$ cat src/rtl/lc3_mem_pkg.sv
`default_nettype none
// +------------------------------------------------------------------+
// | Package   : lc3_mem_pkg                                          |
// | Purpose   : Shared definitions for the LC-3 memory-access stage: |
// |             memory op codes, FSM state encoding, NZP constants   |
// |             and op classification helpers.                       |
// | Revision  : 1.0                                                  |
// +------------------------------------------------------------------+
package lc3_mem_pkg;

  localparam logic [2:0] MEM_LD  = 3'd0;
  localparam logic [2:0] MEM_LDR = 3'd1;
  localparam logic [2:0] MEM_LDI = 3'd2;
  localparam logic [2:0] MEM_ST  = 3'd3;
  localparam logic [2:0] MEM_STR = 3'd4;
  localparam logic [2:0] MEM_STI = 3'd5;

  localparam logic [2:0] CC_N = 3'b100;
  localparam logic [2:0] CC_Z = 3'b010;
  localparam logic [2:0] CC_P = 3'b001;

  typedef enum logic [1:0] {
    IDLE = 2'd0,
    ACC1 = 2'd1,
    ACC2 = 2'd2,
    RESP = 2'd3
  } state_t;

  // Ops whose first access is a read: direct loads plus both pointer chases.
  function automatic logic first_is_read(input logic [2:0] op);
    return (op == MEM_LD) || (op == MEM_LDR) || (op == MEM_LDI) || (op == MEM_STI);
  endfunction

  function automatic logic is_direct_store(input logic [2:0] op);
    return (op == MEM_ST) || (op == MEM_STR);
  endfunction

endpackage : lc3_mem_pkg
`default_nettype wire

$ cat src/rtl/lc3_mem_stage_if.sv
`default_nettype none
// +------------------------------------------------------------------+
// | Interface : lc3_mem_stage_if                                     |
// | Purpose   : Bundles the upstream request/response signals and    |
// |             the data_mem bus of the memory-access stage.         |
// | Ports     : start/op/ea/st_data   request from execute stage     |
// |             busy/done/err         status back to the sequencer   |
// |             load_data/cc          load result to writeback       |
// |             mem_read/mem_write/mem_addr/mem_wdata/mem_rdata      |
// |                                   data_mem access bus            |
// |             slave  = the stage, master = its environment         |
// | Revision  : 1.0                                                  |
// +------------------------------------------------------------------+
interface lc3_mem_stage_if #(
  parameter int ADDR_W = 16,
  parameter int DATA_W = 16
);
  logic              start;
  logic [2:0]        op;
  logic [ADDR_W-1:0] ea;
  logic [DATA_W-1:0] st_data;
  logic              busy;
  logic              done;
  logic              err;
  logic [DATA_W-1:0] load_data;
  logic [2:0]        cc;
  logic              mem_read;
  logic              mem_write;
  logic [ADDR_W-1:0] mem_addr;
  logic [DATA_W-1:0] mem_wdata;
  logic [DATA_W-1:0] mem_rdata;

  modport slave (
    input  start, op, ea, st_data, mem_rdata,
    output busy, done, err, load_data, cc,
           mem_read, mem_write, mem_addr, mem_wdata
  );

  modport master (
    output start, op, ea, st_data, mem_rdata,
    input  busy, done, err, load_data, cc,
           mem_read, mem_write, mem_addr, mem_wdata
  );
endinterface : lc3_mem_stage_if
`default_nettype wire

$ cat src/rtl/lc3_mem_stage_cc_gen.sv
`default_nettype none
// +------------------------------------------------------------------+
// | Module    : lc3_cc_gen                                           |
// | Purpose   : Combinational LC-3 condition-code generator; returns |
// |             one-hot {N,Z,P} for a data word.                     |
// | Ports     : value  in  DATA_W  word to classify                  |
// |             nzp    out 3       {N,Z,P}, exactly one bit set      |
// | Revision  : 1.0                                                  |
// +------------------------------------------------------------------+
module lc3_cc_gen
  import lc3_mem_pkg::*;
#(
  parameter int DATA_W = 16
) (
  input  logic [DATA_W-1:0] value,
  output logic [2:0]        nzp
);

  always_comb begin
    nzp = CC_P;
    if (value[DATA_W-1])  nzp = CC_N;
    else if (value == '0) nzp = CC_Z;
  end

endmodule : lc3_cc_gen
`default_nettype wire

$ cat src/rtl/lc3_mem_stage.sv
`default_nettype none
// +------------------------------------------------------------------+
// | Module    : lc3_mem_stage                                        |
// | Purpose   : LC-3 memory-access stage. Sequences LD/LDR/LDI/ST/   |
// |             STR/STI against data_mem, chasing the pointer for    |
// |             LDI/STI, and produces load_data plus NZP on loads.   |
// | Ports     : clk   in  clock, all state changes on posedge        |
// |             rst   in  synchronous active-high reset              |
// |             bus   slave modport of lc3_mem_stage_if (request,    |
// |                   status, load result and data_mem bus)          |
// | Revision  : 1.0                                                  |
// +------------------------------------------------------------------+
module lc3_mem_stage
  import lc3_mem_pkg::*;
#(
  parameter int ADDR_W = 16,
  parameter int DATA_W = 16
) (
  input  logic             clk,
  input  logic             rst,
  lc3_mem_stage_if.slave   bus
);

  state_t            state;
  logic [2:0]        op_q;
  logic [ADDR_W-1:0] addr_q;
  logic [ADDR_W-1:0] ptr_q;
  logic [DATA_W-1:0] wdata_q;
  logic [DATA_W-1:0] load_q;
  logic [2:0]        cc_q;
  logic              err_q;
  logic [2:0]        rdata_nzp;

  // NZP is computed on the word being loaded so cc lands together with load_data.
  lc3_cc_gen #(.DATA_W(DATA_W)) u_cc_gen (
    .value (bus.mem_rdata),
    .nzp   (rdata_nzp)
  );

  assign bus.busy      = (state != IDLE);
  assign bus.done      = (state == RESP);
  assign bus.err       = (state == RESP) && err_q;
  assign bus.load_data = load_q;
  assign bus.cc        = cc_q;

  // Bus strobes are decoded from state and masked by rst so an abort in
  // ACC1/ACC2 never reaches memory during the reset cycle.
  always_comb begin
    bus.mem_read  = 1'b0;
    bus.mem_write = 1'b0;
    bus.mem_addr  = '0;
    bus.mem_wdata = '0;
    case (state)
      ACC1: begin
        bus.mem_addr = addr_q;
        if (first_is_read(op_q)) begin
          bus.mem_read = !rst;
        end
        if (is_direct_store(op_q)) begin
          bus.mem_write = !rst;
          bus.mem_wdata = wdata_q;
        end
      end
      ACC2: begin
        bus.mem_addr = ptr_q;
        if (op_q == MEM_LDI) begin
          bus.mem_read = !rst;
        end
        if (op_q == MEM_STI) begin
          bus.mem_write = !rst;
          bus.mem_wdata = wdata_q;
        end
      end
      default: ;
    endcase
  end

  always_ff @(posedge clk) begin
    if (rst) begin
      state   <= IDLE;
      op_q    <= '0;
      addr_q  <= '0;
      ptr_q   <= '0;
      wdata_q <= '0;
      load_q  <= '0;
      cc_q    <= CC_Z;
      err_q   <= 1'b0;
    end else begin
      case (state)
        IDLE: begin
          if (bus.start) begin
            op_q    <= bus.op;
            addr_q  <= bus.ea;
            wdata_q <= bus.st_data;
            state   <= ACC1;
          end
        end
        ACC1: begin
          case (op_q)
            MEM_LD, MEM_LDR: begin
              load_q <= bus.mem_rdata;
              cc_q   <= rdata_nzp;
              state  <= RESP;
            end
            MEM_LDI, MEM_STI: begin
              ptr_q <= bus.mem_rdata[ADDR_W-1:0];
              state <= ACC2;
            end
            MEM_ST, MEM_STR: begin
              state <= RESP;
            end
            default: begin
              err_q <= 1'b1;
              state <= RESP;
            end
          endcase
        end
        ACC2: begin
          if (op_q == MEM_LDI) begin
            load_q <= bus.mem_rdata;
            cc_q   <= rdata_nzp;
          end
          state <= RESP;
        end
        RESP: begin
          err_q <= 1'b0;
          state <= IDLE;
        end
        default: state <= IDLE;
      endcase
    end
  end

endmodule : lc3_mem_stage
`default_nettype wire

$ cat src/flat_wrapper.sv
// flat-port wrapper written by rule: the top's interface ports become plain ports
module lc3_mem_stage_flat import lc3_mem_pkg::*;
#(
  parameter int ADDR_W = 16,
  parameter int DATA_W = 16
)
  (clk, rst, bus_start, bus_op, bus_ea, bus_st_data, bus_mem_rdata, bus_busy, bus_done, bus_err, bus_load_data, bus_cc, bus_mem_read, bus_mem_write, bus_mem_addr, bus_mem_wdata);
  lc3_mem_stage_if #(.ADDR_W(ADDR_W), .DATA_W(DATA_W)) bus_i ();
  input  logic clk;
  input  logic rst;
  input wire logic [$bits(bus_i.start)-1:0] bus_start;
  input wire logic [$bits(bus_i.op)-1:0] bus_op;
  input wire logic [$bits(bus_i.ea)-1:0] bus_ea;
  input wire logic [$bits(bus_i.st_data)-1:0] bus_st_data;
  input wire logic [$bits(bus_i.mem_rdata)-1:0] bus_mem_rdata;
  output wire logic [$bits(bus_i.busy)-1:0] bus_busy;
  output wire logic [$bits(bus_i.done)-1:0] bus_done;
  output wire logic [$bits(bus_i.err)-1:0] bus_err;
  output wire logic [$bits(bus_i.load_data)-1:0] bus_load_data;
  output wire logic [$bits(bus_i.cc)-1:0] bus_cc;
  output wire logic [$bits(bus_i.mem_read)-1:0] bus_mem_read;
  output wire logic [$bits(bus_i.mem_write)-1:0] bus_mem_write;
  output wire logic [$bits(bus_i.mem_addr)-1:0] bus_mem_addr;
  output wire logic [$bits(bus_i.mem_wdata)-1:0] bus_mem_wdata;
  assign bus_i.start = bus_start;
  assign bus_i.op = bus_op;
  assign bus_i.ea = bus_ea;
  assign bus_i.st_data = bus_st_data;
  assign bus_i.mem_rdata = bus_mem_rdata;
  assign bus_busy = bus_i.busy;
  assign bus_done = bus_i.done;
  assign bus_err = bus_i.err;
  assign bus_load_data = bus_i.load_data;
  assign bus_cc = bus_i.cc;
  assign bus_mem_read = bus_i.mem_read;
  assign bus_mem_write = bus_i.mem_write;
  assign bus_mem_addr = bus_i.mem_addr;
  assign bus_mem_wdata = bus_i.mem_wdata;
  lc3_mem_stage #(.ADDR_W(ADDR_W), .DATA_W(DATA_W)) u_core (.clk(clk), .rst(rst), .bus(bus_i));
endmodule
$ cat config.mk
export PLATFORM = sky130hd
export DESIGN_NAME = lc3_mem_stage_flat
export DESIGN_NICKNAME = d
export VERILOG_FILES = /design/src/rtl/lc3_mem_pkg.sv /design/src/rtl/lc3_mem_stage_if.sv /design/src/rtl/lc3_mem_stage_cc_gen.sv /design/src/rtl/lc3_mem_stage.sv /design/src/flat_wrapper.sv
export SDC_FILE = /design/constraint.sdc
export NUM_CORES = 1
export LEC_CHECK = 0
export BUFFER_PORTS_ARGS = -buffer_cell sky130_fd_sc_hd__buf_2
export CELL_PAD_IN_SITES_DETAIL_PLACEMENT = 0
export CELL_PAD_IN_SITES_GLOBAL_PLACEMENT = 1
export CORE_UTILIZATION = 38
export CTS_CLUSTER_SIZE = 24
export DETAILED_ROUTE_END_ITERATION = 12
export GPL_TIMING_DRIVEN = 0
export PLACE_DENSITY_LB_ADDON = 0.1
export SETUP_SLACK_MARGIN = 0.1
export SYNTH_ARGS = -nofsm -noshare
export SYNTH_HDL_FRONTEND = slang
export SYNTH_HIERARCHICAL = 1
export SYNTH_SLANG_ARGS = --single-unit
export TNS_END_PERCENT = 100
$ cat constraint.sdc
create_clock -name clk -period 2.02 [get_ports clk]
set_clock_uncertainty 0.1 [all_clocks]
set_input_delay 0.101 -clock clk [delete_from_list [all_inputs] [get_ports clk]]
set_output_delay 0.101 -clock clk [all_outputs]
set_load 0.02 [all_outputs]
**After elaboration in Yosys (flattened, before gate mapping)**

Index checks and enable logic that the tools add are counted.

- Equal/unequal tests: 12
- Multiplexer cells: 23
- Reductions and logical operators: 19

Operator list:

| cell | count |
|---|---|
| $pmux W16 S2 | 3 |
| $mux W16 | 4 |
| $logic_not A16 Y1 | 1 |
| $mux W3 | 3 |
| $pmux W2 S4 | 1 |
| $eq A3 B2 Y1 const B | 2 |
| $eq A3 B3 Y1 const B | 2 |
| $mux W1 | 6 |
| $ne A2 B2 Y1 const B | 3 |
| $pmux W1 S2 | 3 |
| $pmux W3 S2 | 1 |
| $reduce_and A2 Y1 | 3 |
| $reduce_bool A2 Y1 | 3 |
| $reduce_or A6 Y1 | 1 |
| $eq A2 B2 Y1 const B | 2 |
| $logic_or A1 B1 Y1 | 4 |
| $mux W2 | 2 |
| $reduce_or A2 Y1 | 2 |
| $eq A3 B1 Y1 const B | 1 |
| $logic_not A3 Y1 | 1 |
| $reduce_and A3 Y1 | 1 |
| $eq A2 B1 Y1 const B | 1 |
| $logic_not A2 Y1 | 1 |
| $ne A2 B1 Y1 const B | 1 |
| 2 further kinds | 2 |

- Flip-flop bits (word level): 73
- Input bits: 54
- Output and inout port bits: 56
- Word-level logic and storage cells: 62

**Logic depth before layout (Yosys ltp)**

- Word-level depth: 6
- Mapped depth: 7
- Depth with buffers taken out: 5

**Modules after synthesis**

Netlist, hierarchy kept.

By module, submodules not included:

| module | times used | cells each | area an instance (sq um) | seq. area each (sq um) |
|---|---|---|---|---|
| lc3_mem_stage | 1 | 389 | 3513.4 | 1461.4 |
| lc3_cc_gen | 1 | 7 | 50.0 | 0.0 |

**Least setup slack after synthesis**

Ideal clock, no wire load.

- Path type: reg2out
- From: reg u_core.state[0]
- To: out bus_mem_read
- Arrival time: 2.181 ns
- Required time: 1.819 ns
- Path slack: -0.362 ns
- Cell stages (with the launch flop): 6
- Buffers on the path: 2
- Path through: dfxtp_1 inv_1 ha_1 clkbuf_1 buf_2 a2111oi_0

- Longest elaborated chain between the ends: 2
- Elaborated cells between the ends (all ways): 3
- Those cells by class: eq/ne (2); mux (1)

RTL lines:

| what | RTL line | text |
|---|---|---|
| from (decl) | lc3_mem_stage.sv:24 | `state_t state;` |
| from (signal assigned) | lc3_mem_stage.sv:80 | `state <= IDLE;` |
| from (signal assigned) | lc3_mem_stage.sv:95 | `state <= ACC1;` |
| from (signal assigned) | lc3_mem_stage.sv:103 | `state <= RESP;` |
| $eq A2 B2 Y1 / $eq A2 B1 Y1 (equally long branches) | lc3_mem_stage.sv:53 | `case (state)` |
| $pmux W1 S2 * | lc3_mem_stage.sv:53 |  |
| to (decl) | flat_wrapper.sv:21 | `output wire logic [$bits(bus_i.mem_read)-1:0] bus_mem_read;` |

Mark *: on every way between the ends. The rest lies on a longest branch, timed or not.

**Worst setup path in the final report**

- From: reg u_core.state[1]
- To: out bus_mem_wdata[10]

- Longest elaborated chain between the ends: 2
- Elaborated cells between the ends (all ways): 3
- Those cells by class: eq/ne (2); mux (1)

RTL lines:

| what | RTL line | text |
|---|---|---|
| $eq A2 B2 Y1 / $eq A2 B1 Y1 (equally long branches) | lc3_mem_stage.sv:53 |  |
| $pmux W16 S2 * | lc3_mem_stage.sv:53 |  |
| to (decl) | flat_wrapper.sv:24 | `output wire logic [$bits(bus_i.mem_wdata)-1:0] bus_mem_wdata;` |

Marks and branches as above.

==> impl_metrics.json <==
{
  "hp-class": "in2reg",
  "synth_area_um2": 3560,
  "numCtsBuffers": 9,
  "ys_ff_latch": 73,
  "power_frac_comb": 0.477,
  "critical_path_class": "reg2out",
  "p_int_mw": 3.81,
  "cts.sinks": 73,
  "critPathArrivalTime_ns": 1.96,
  "p_switching_mw": 2.24,
  "io_pins": 110,
  "startpoint": "u_core/state[1]",
  "initial_core_util": 0.401,
  "clock_latency_ns": 0.34,
  "via_count": 3311,
  "port_buffers": 108,
  "antenna_found_initial": 0,
  "fin_crit_sh": 1.07,
  "hold_viol": 0,
  "drt_iter0_drc": 104,
  "clock_path_buffers": 2,
  "crit_path_end_kind": "output port",
  "synth.avg_cell_area_um2": 9.00,
  "rr_worst_depth": 8,
  "area_growth_syn_to_layout_pct": 50.5,
  "seq_area_frac_synth": 0.410,
  "p_per_area_nw_per_um2": 1130,
  "utilization": 0.603,
  "crit_required_ns": 1.82,
  "die-area_um2": 9770,
  "dpl.hpwl_mm": 6.99,
  "period_needed_ns": 2.16,
  "stdcell_count": 681,
  "yosys_warnings": 6,
  "setup_viol": 17,
  "first_global_vias": 3229,
  "rrSetupSlack_ns": 0.18,
  "grt_pass1_wl_mm": 16.4,
  "core_area_um2": 8890,
  "drt_wl_total_mm": 10.2,
  "violations": "negative setup slack",
  "fmax_ghz": 0.463,
  "grt_max_degree": 13,
  "p_leak_nw": 2.37,
  "peakVddDrop_uv": 561,
  "worstMarginPinSlew_ns": 0.573,
  "die_h_um": 98.8,
  "synth_edf_count": 0,
  "synthCells": 396,
  "seqPwrFrac": 0.313,
  "slew_viol_final": 0,
  "drv_cap": 0,
  "reg2reg_from": "u_core/state[1]",
  "htreeDepth": 3,
  "r2r-end": "u_core/bus.load_data[11]",
  "grt_usage": 0.215,
  "tritoncts": "done",
  "start_kind": "register",
  "maxSlewHeadroom": 0.618,
  "n_antenna_cell": 0,
  "clk_pin_slew_ns": 0.07,
  "rsz0062_at_grt": "true",
  "drc_errors": 0,
  "synth_cell_types": 46,
  "synth-main-ff-cell": "dfxtp_1",
  "gp_congestion": 0.805,
  "cts_root_buf": "clkbuf_8",
  "num_rows": 34,
  "grt.overflow.total": 0,
  "wl_per_cell_um": 15.0,
  "switching_share": 0.371,
  "vias_per_cell": 4.86,
  "whs_path_depth": 3,
  "drive_gt1_frac": 0.361,
  "status": "complete, but fails checks",
  "dp.cells": 612,
  "worst_slack_ns": -0.142,
  "endpoint": "bus_mem_wdata[10]",
  "die_x_um": 98.8,
  "synthArstFlopShare": 0,
  "cp_max_fo": 5,
  "synth_nets": 455,
  "first_pass_iters": 4,
  "clock_power_share": 0.210,
  "post-place-ws_ns": -0.117,
  "nets": 628,
  "antenna_left": 0
}
[worst max-delay path, stage by stage, from the launching register on]
cell,delay [ns]
dfxtp_2,0.35
buf_6,0.12
ha_4,0.15
mux2_4,0.27
a31oi_4,0.22
clkbuf_8,0.19
and3b_1,0.18
buf_6,0.13
[cell type report]
type / count / area [um2]
fill: 816 / 3530
multi-input combinational: 286 / 2050
sequential: 73 / 1470
timing repair buffer: 163 / 1220
buffer: 31 / 253
clock buffer: 10 / 138
tap: 108 / 135
clock inverter: 5 / 80.1
inverter: 5 / 26.3
[layout by cell type, fill, tap and decap left out, drive strengths merged, types with 16 or more instances in the layout]
| cell type | count |
|---|---|
| dlygate4sd3 | 43 |
| buf | 126 |
| nand2b | 35 |
| or2b | 19 |
| dfxtp | 73 |
| clkbuf | 35 |
| a21oi | 36 |
| nand2 | 71 |
| mux2i | 36 |
| nor2b | 16 |
| and3b | 16 |
| a22oi | 16 |
[power by group through the flow]
| stage | logic, mW | registers [mW] | clock network (mW) |
|---|---|---|---|
| 5_1_grt | 3.10 | 1.93 | 1.37 |
| 2_1_floorplan | 1.42 | 1.99 | 0 |
| 4_1_cts | 2.83 | 1.89 | 1.30 |
| 3_3_place_gp | 2.15 | 1.88 | 0 |
| 3_5_place_dp | 2.17 | 1.89 | 0 |
| 6_report | 2.89 | 1.89 | 1.27 |
[synth_stat cells (2+ instances only)]
cell type	number	area (um2)
dfxtp_1	73	1460
o21ai_0	2	10.0
and3b_1	16	140
nor2b_1	16	100
nor4_1	4	25.0
nand2_1	71	267
nor3b_1	2	15.0
a21oi_1	36	180
buf_6	3	33.8
clkbuf_1	23	86.3
buf_4	2	15.0
a22oi_1	16	120
inv_1	5	18.8
and2_1	2	12.5
nor2_1	4	15.0
or2b_2	18	158
ha_1	5	62.6
mux2i_1	36	360
nand2b_1	35	219
[metrics by stage]
stage | total power [mW] | setup TNS, ns | hold slack [ns] | area (um2)
floorplan | 3.41 | 0 | 0.137 | 3570
global placement | 4.03 | -1.64 | 0.243 | 4250
global route | 6.40 | -4.04 | 0.0200 | 5360
finish | 6.05 | -2.10 | 0.0205 | 5360
detailed placement | 4.06 | -1.57 | 0.249 | 4250
CTS | 6.01 | -2.01 | 0.0141 | 5330
[timing repair]
action	4_1_cts	5_1_grt
pin swaps	9	0
endpoints found under the setup margin	78	59
hold endpoints to repair	51	0
resized for setup	89	15
hold buffers	43	0
cloned	2	0
buffers inserted	10	0
[layer usage]
layer / GRT usage / up-vias / part of all wire
met2: 0.350 / 75 / 0.47
met3: 0.0404 / 10 / 0.034
li1: - / 1683 / -
met5: 0 / - / 0
met4: 0.0677 / 0 / 0.014
met1: 0.288 / 1543 / 0.48
[registers in the layout, indices dropped and copies added, names as in the netlist]
signal and count:
u_core/state 2, u_core/err_q 1, u_core/bus.cc 3, u_core/addr_q 16
u_core/op_q 3, u_core/wdata_q 16, u_core/bus.load_data 16, u_core/ptr_q 16
[how the worst min path moves through the flow]
stage | endpoint | slack (ns) | startpoint
after floorplan | u_core/wdata_q[0] | 0.14 | bus_st_data[0]
after global placement | u_core/wdata_q[6] | 0.24 | bus_st_data[6]
after detailed placement | u_core/addr_q[4] | 0.25 | bus_ea[4]
after CTS | u_core/ptr_q[11] | 0.01 | bus_mem_rdata[11]
after global routing | u_core/ptr_q[11] | 0.02 | bus_mem_rdata[11]
final | u_core/ptr_q[11] | 0.02 | bus_mem_rdata[11]
[kinds of logic (layout without fill, tap and decap cells)]
logic type      Yosys count  in the layout  synth area share
xor+xnor                  1              1           0.00246
buf+inv                  37            214            0.0537
simple gates            179            179             0.294
fa+ha+maj                 5              5            0.0176
flops                    73             73             0.410
mux                      37             37             0.104
compound gates           64             64             0.118
Power figures use the tool's default switching activity.
